===== src/rtl/alu_defs.sv =====
// Shared ALU definitions: opcodes, datapath widths and the immediate extender.
package alu_defs;

  localparam int DATA_W = 32;
  localparam int NREG   = 32;
  localparam int AW     = 5;
  localparam int IMM_W  = 16;

  localparam logic [2:0] ALUOP_AND = 3'b000;
  localparam logic [2:0] ALUOP_OR  = 3'b001;
  localparam logic [2:0] ALUOP_ADD = 3'b010;
  localparam logic [2:0] ALUOP_SUB = 3'b110;
  localparam logic [2:0] ALUOP_SLT = 3'b111;

  // Sign-extend a 16-bit immediate to the operand width.
  function automatic logic [DATA_W-1:0] sext_imm(input logic [IMM_W-1:0] imm);
    return {{(DATA_W-IMM_W){imm[IMM_W-1]}}, imm};
  endfunction

endpackage


===== src/rtl/reg_file.sv =====
// Register file: two asynchronous read ports, one synchronous write port, r0 hardwired to 0.
module reg_file
  import alu_defs::*;
#(
  parameter int DW = DATA_W,
  parameter int NR = NREG,
  parameter int AB = AW
) (
  input  logic          clk,
  input  logic          rst,
  input  logic [AB-1:0] ra_addr,
  output logic [DW-1:0] ra_data,
  input  logic [AB-1:0] rb_addr,
  output logic [DW-1:0] rb_data,
  input  logic          we,
  input  logic [AB-1:0] wa,
  input  logic [DW-1:0] wd
);

  logic [DW-1:0] regs [NR];

  // Write port; the whole array is cleared on reset.
  // NOTE: resetting an array prevents RAM-macro inference; done here because every register must read 0 after reset.
  always_ff @(posedge clk) begin
    if (rst) begin
      for (int i = 0; i < NR; i++) regs[i] <= '0;
    end else if (we && wa != '0) begin
      regs[wa] <= wd;
    end
  end

  // Asynchronous reads with r0 forced to zero.
  always_comb begin
    ra_data = (ra_addr == '0) ? '0 : regs[ra_addr];
    rb_data = (rb_addr == '0) ? '0 : regs[rb_addr];
  end

endmodule


===== src/rtl/alu_operand_fetch.sv =====
// Operand-fetch/issue stage: register read with writeback bypass, RAW scoreboard,
// immediate selection and a one-entry valid/ready output register toward the ALU.
module alu_operand_fetch
  import alu_defs::*;
#(
  parameter int DATA_W = alu_defs::DATA_W,
  parameter int NREG   = alu_defs::NREG,
  parameter int AW     = alu_defs::AW
) (
  input  logic              clk,
  input  logic              rst,
  input  logic              in_valid,
  output logic              in_ready,
  input  logic [AW-1:0]     in_rs,
  input  logic [AW-1:0]     in_rt,
  input  logic [AW-1:0]     in_rd,
  input  logic [15:0]       in_imm,
  input  logic              in_use_imm,
  input  logic [2:0]        in_aluop,
  output logic              out_valid,
  input  logic              out_ready,
  output logic [DATA_W-1:0] out_A,
  output logic [DATA_W-1:0] out_B,
  output logic [2:0]        out_ALUop,
  output logic [AW-1:0]     out_rd,
  input  logic              wb_en,
  input  logic [AW-1:0]     wb_addr,
  input  logic [DATA_W-1:0] wb_data
);

  logic [NREG-1:0]   pend;
  logic [NREG-1:0]   pend_next;
  logic [DATA_W-1:0] rf_a;
  logic [DATA_W-1:0] rf_b;
  logic [DATA_W-1:0] opnd_a;
  logic [DATA_W-1:0] opnd_b;
  logic              wb_hit_rs;
  logic              wb_hit_rt;
  logic              hazard;
  logic              accept;

  reg_file #(.DW(DATA_W), .NR(NREG), .AB(AW)) u_reg_file (
    .clk     (clk),
    .rst     (rst),
    .ra_addr (in_rs),
    .ra_data (rf_a),
    .rb_addr (in_rt),
    .rb_data (rf_b),
    .we      (wb_en),
    .wa      (wb_addr),
    .wd      (wb_data)
  );

  // Hazard detection, writeback bypass, handshake and next scoreboard state.
  // NOTE: every signal driven here gets a default first so no latch can be inferred.
  always_comb begin
    wb_hit_rs = wb_en && (wb_addr == in_rs) && (in_rs != '0);
    wb_hit_rt = wb_en && (wb_addr == in_rt) && (in_rt != '0);

    hazard = (pend[in_rs] && !wb_hit_rs) ||
             (!in_use_imm && pend[in_rt] && !wb_hit_rt);

    in_ready = (!out_valid || out_ready) && !hazard && !rst;
    accept   = in_valid && in_ready;

    opnd_a = wb_hit_rs ? wb_data : rf_a;
    if (in_use_imm)     opnd_b = sext_imm(in_imm);
    else if (wb_hit_rt) opnd_b = wb_data;
    else                opnd_b = rf_b;

    // Clear on writeback first, then set on accept so the newer producer wins.
    pend_next = pend;
    if (wb_en && wb_addr != '0) pend_next[wb_addr] = 1'b0;
    if (accept && in_rd != '0)  pend_next[in_rd]   = 1'b1;
    pend_next[0] = 1'b0;
  end

  // Scoreboard register.
  // NOTE: sequential state uses non-blocking assignments so all flops update from pre-edge values.
  always_ff @(posedge clk) begin
    if (rst) pend <= '0;
    else     pend <= pend_next;
  end

  // One-entry output register: load on accept, drop valid once consumed, hold otherwise.
  always_ff @(posedge clk) begin
    if (rst) begin
      out_valid <= 1'b0;
      out_A     <= '0;
      out_B     <= '0;
      out_ALUop <= ALUOP_AND;
      out_rd    <= '0;
    end else if (accept) begin
      out_valid <= 1'b1;
      out_A     <= opnd_a;
      out_B     <= opnd_b;
      out_ALUop <= in_aluop;
      out_rd    <= in_rd;
    end else if (out_ready) begin
      out_valid <= 1'b0;
    end
  end

endmodule


===== config.mk =====
export PLATFORM = sky130hd
export DESIGN_NAME = alu_operand_fetch
export DESIGN_NICKNAME = d
export VERILOG_FILES = /design/src/rtl/alu_defs.sv /design/src/rtl/reg_file.sv /design/src/rtl/alu_operand_fetch.sv
export SDC_FILE = /design/constraint.sdc
export NUM_CORES = 2
export LEC_CHECK = 0
export ABC_AREA = 0
export CAP_MARGIN = 0
export CORE_AREA = 2 2 336 338
export CTS_CLUSTER_DIAMETER = 80
export DETAILED_ROUTE_END_ITERATION = 12
export DIE_AREA = 0 0 338 340
export HOLD_SLACK_MARGIN = 0.03
export PLACE_DENSITY = 0.75
export SYNTH_ARGS = -nofsm -noshare
export SYNTH_HDL_FRONTEND = slang
export SYNTH_SLANG_ARGS = --single-unit

===== constraint.sdc =====
create_clock -name clk -period 2.55 [get_ports clk]
set_clock_uncertainty 0.05 [all_clocks]
set_input_delay 0.51 -clock clk [delete_from_list [all_inputs] [get_ports clk]]
set_output_delay 0.51 -clock clk [all_outputs]
set_load 0.005 [all_outputs]

==> metrics.yaml <==
route:
  via_per_inst: 7.00
  post_drt_wl_per_cell_um: 34.9
  firstDrtPassIters: 6
  final_antenna_net_count: 0
  vias: 45465
  drt_iter0_markers: 7785
  wirelength_um: 226000
  drc: 0
clocking:
  cts.path.max_buffers: 3
  clk-insertion-delay-late_ns: 0.74
  clock_sinks: 1128
  clock-root-buffer: "clkbuf_16"
  clk_pin_slew_ns: 0.07
  cts_tree: "yes"
  htreeDepth: 3
  cts_inserted_buffers: 118
cells_and_area:
  nNetsFinal: 4959
  fin_util: 0.655
  synthToLayoutAreaGrowth_pct: 20.3
  finalInstanceArea_mm2: 0.0731
  fillCellCount: 7852
  drive_above_1_share: 0.259
critical_path:
  rrSetupSlack_ns: -0.28
  path_class: "reg -> out"
  critPathCapture: "in_ready"
  cp.arrival_ns: 2.63
  cp_max_fo: 2
  worst_r2r_endpoint: "out_A[12]"
  critPathRequiredTime_ns: 1.99
  crit_start: "pend[7]"
  r2r-start: "pend[7]"
  end_kind: "output pin"
  r2r_cells: 13
  worstSetupStartpointType: "flop"
run_status:
  violations: "negative setup slack"
  status: "complete, but fails checks"
timing:
  rsz0062_at_grt: "yes"
  slew_viol_final: 0
  fin_crit_sh: 1.25
  layout_setup_ws_ns: -0.636
  max-slew-margin-rel: 0.346
  hold_viol: 0
  fin_crit_ns: 3.19
  max_slew.worst_pin.slew_ns: 0.981
  maxClockFrequency_ghz: 0.314
  finalSetupViolCount: 104
pwr:
  vdd_drop_max_mv: 0.659
  powerDensity_mw_per_mm2: 638
  power_uw: 46600
  p_leak_uw: 0.0268
placed_design:
  place_congestion: 1.04
  dpl_cell_area_mm2: 0.0682
  port_buffers: 150
  hpwl_um: 149000
global_route:
  gr-max-usage-layer: "met2"
  grt_pass1_wl_um: 319000
  grt_pass1_vias: 45068
  use_met3: 0.141
  grt_usage: 0.394
  met1_usage: 0.503
  grt_antenna_before_repair: 14
  grt_use_met2: 0.569
  overflow: 0
  grt_max_degree: 82
logic_synthesis:
  ys_warn_count: 0
  synth_cells: 4471
  synthDominantCellAreaShare: 0.506
  synth_seq_area_share: 0.540
  synth.area.top_cells: "edfxtp_1 (51%), mux4_2 (14%), and2_1 (9.5%)"
  synth_common_cells: "edfxtp_1 (1024), and2_1 (925), mux4_2 (383), mux2i_1 (369), clkbuf_1 (349)"
  avgSynthCellArea_um2: 13.6
  ys.flop_type: "edfxtp_1"
  yosysTopAreaCell: "edfxtp_1"
  netlist_area_mm2: 0.0608
  yosysUniqueCellTypes: 57
  synth.most_common_cell: "edfxtp_1"
  synth-edff-count: 1024
  synth_seq_cells: 1128
  synth-async-reset-ratio: 0
die:
  dieHeight_um: 340
  initial_utilization: 0.544
  row_count: 123
  core_mm2: 0.112
  die_w_um: 338
  ios: 151
  dieArea_mm2: 0.115
worst_hold_path:
  worstHoldPathType: "in -> reg"
run:
  maxCapViolCount: 0
[how the worst min path moves through the flow]
stage | startpoint | to | depth (start not counted)
floorplan | pend[30] | pend[30] | 2
global placement | out_B[5] | out_B[5] | 2
detailed placement | out_B[5] | out_B[5] | 2
CTS | rst | out_B[26] | 3
global route | rst | out_B[26] | 3
finish | rst | out_B[26] | 3
[stage by stage]
step                setup WS (ns)  instances  hold slack [ns]  setup TNS [ns]
finish                     -0.636       6492            0.118          -16.84
global route               -0.667       6485            0.127          -20.74
CTS                        -0.610       6480           0.0818          -10.07
detailed placement          -1.21       6239            0.414         -752.10
global placement            -1.12       6239            0.411         -736.24
floorplan               -0.000848       4502            0.391        -0.00339
[cells in the final DEF, fill, tap and decap left out, types with 38 or more instances in the layout]
cell type           n
nand2b_1          100
a211oi_1           63
inv_1              50
and2_1            925
nor2b_1            38
nor3_1             67
and3_1             42
clkbuf_16         123
a221oi_1           73
buf_4             414
nand2_1           103
buf_12            147
nand3_1            77
a21oi_1            42
edfxtp_1         1024
mux2i_1           368
clkdlybuf4s50_1   138
a22oi_1           152
mux4_2            383
dfxtp_1            96
[final cells by class]
class / count / area (um^2) / area share
Tap cell: 1500 / 1880 / 0.0257
Timing Repair Buffer: 738 / 7970 / 0.109
Clock buffer: 162 / 3290 / 0.0450
Clock inverter: 60 / 673 / 0.00921
Inverter: 56 / 210 / 0.00288
Sequential cell: 1128 / 32800 / 0.449
Antenna cell: 8 / 20.0 / 0.000274
Multi-Input combinational cell: 2840 / 26200 / 0.358
[repair_timing]
action | CTS | global route
pin swaps | 32 | 8
resized for setup | 77 | 48
hold buffers | 0 | 0
endpoints found under the setup margin | 12 | 104
cloned | 4 | 3
setup buffers | 18 | 6
[logic make-up (layout without fill, tap and decap cells)]
group	after synthesis	count (layout)	share of synthesized area
and+or+nand+nor	1474	1474	0.144
DFF	1128	1128	0.540
muxes	762	762	0.205
AOI/OAI and AO/OA	562	562	0.0685
buffers and inverters	534	1016	0.0409
xor gates and xnor gates	10	10	0.00144
other	1	40	0.0000617
[sequential cells by signal, summed over array words and instances, names as in the netlist]
name / flops
u_reg_file.regs: 1024
out_A: 32
out_B: 32
pend: 31
out_rd: 5
out_ALUop: 3
out_valid: 1
[power by group]
group,internal (uW),leakage (uW),switching (uW)
clock network,10400,0.00192,7460
logic,3080,0.0143,3860
registers,21200,0.0106,632
[critical path, stage by stage, from the launching register on]
cell,delay (ns)
dfxtp_2,0.34
inv_2,0.05
mux4_2,0.52
a2111oi_4,0.35
nand4b_1,0.21
o211a_4,0.27
buf_6,0.14
[layer usage]
layer	routed length [um]	share of wire
met2	96800	0.43
met5	211	0.00093
met4	18400	0.081
met3	36200	0.16
met1	74800	0.33
(Power assumes the default switching activity.)
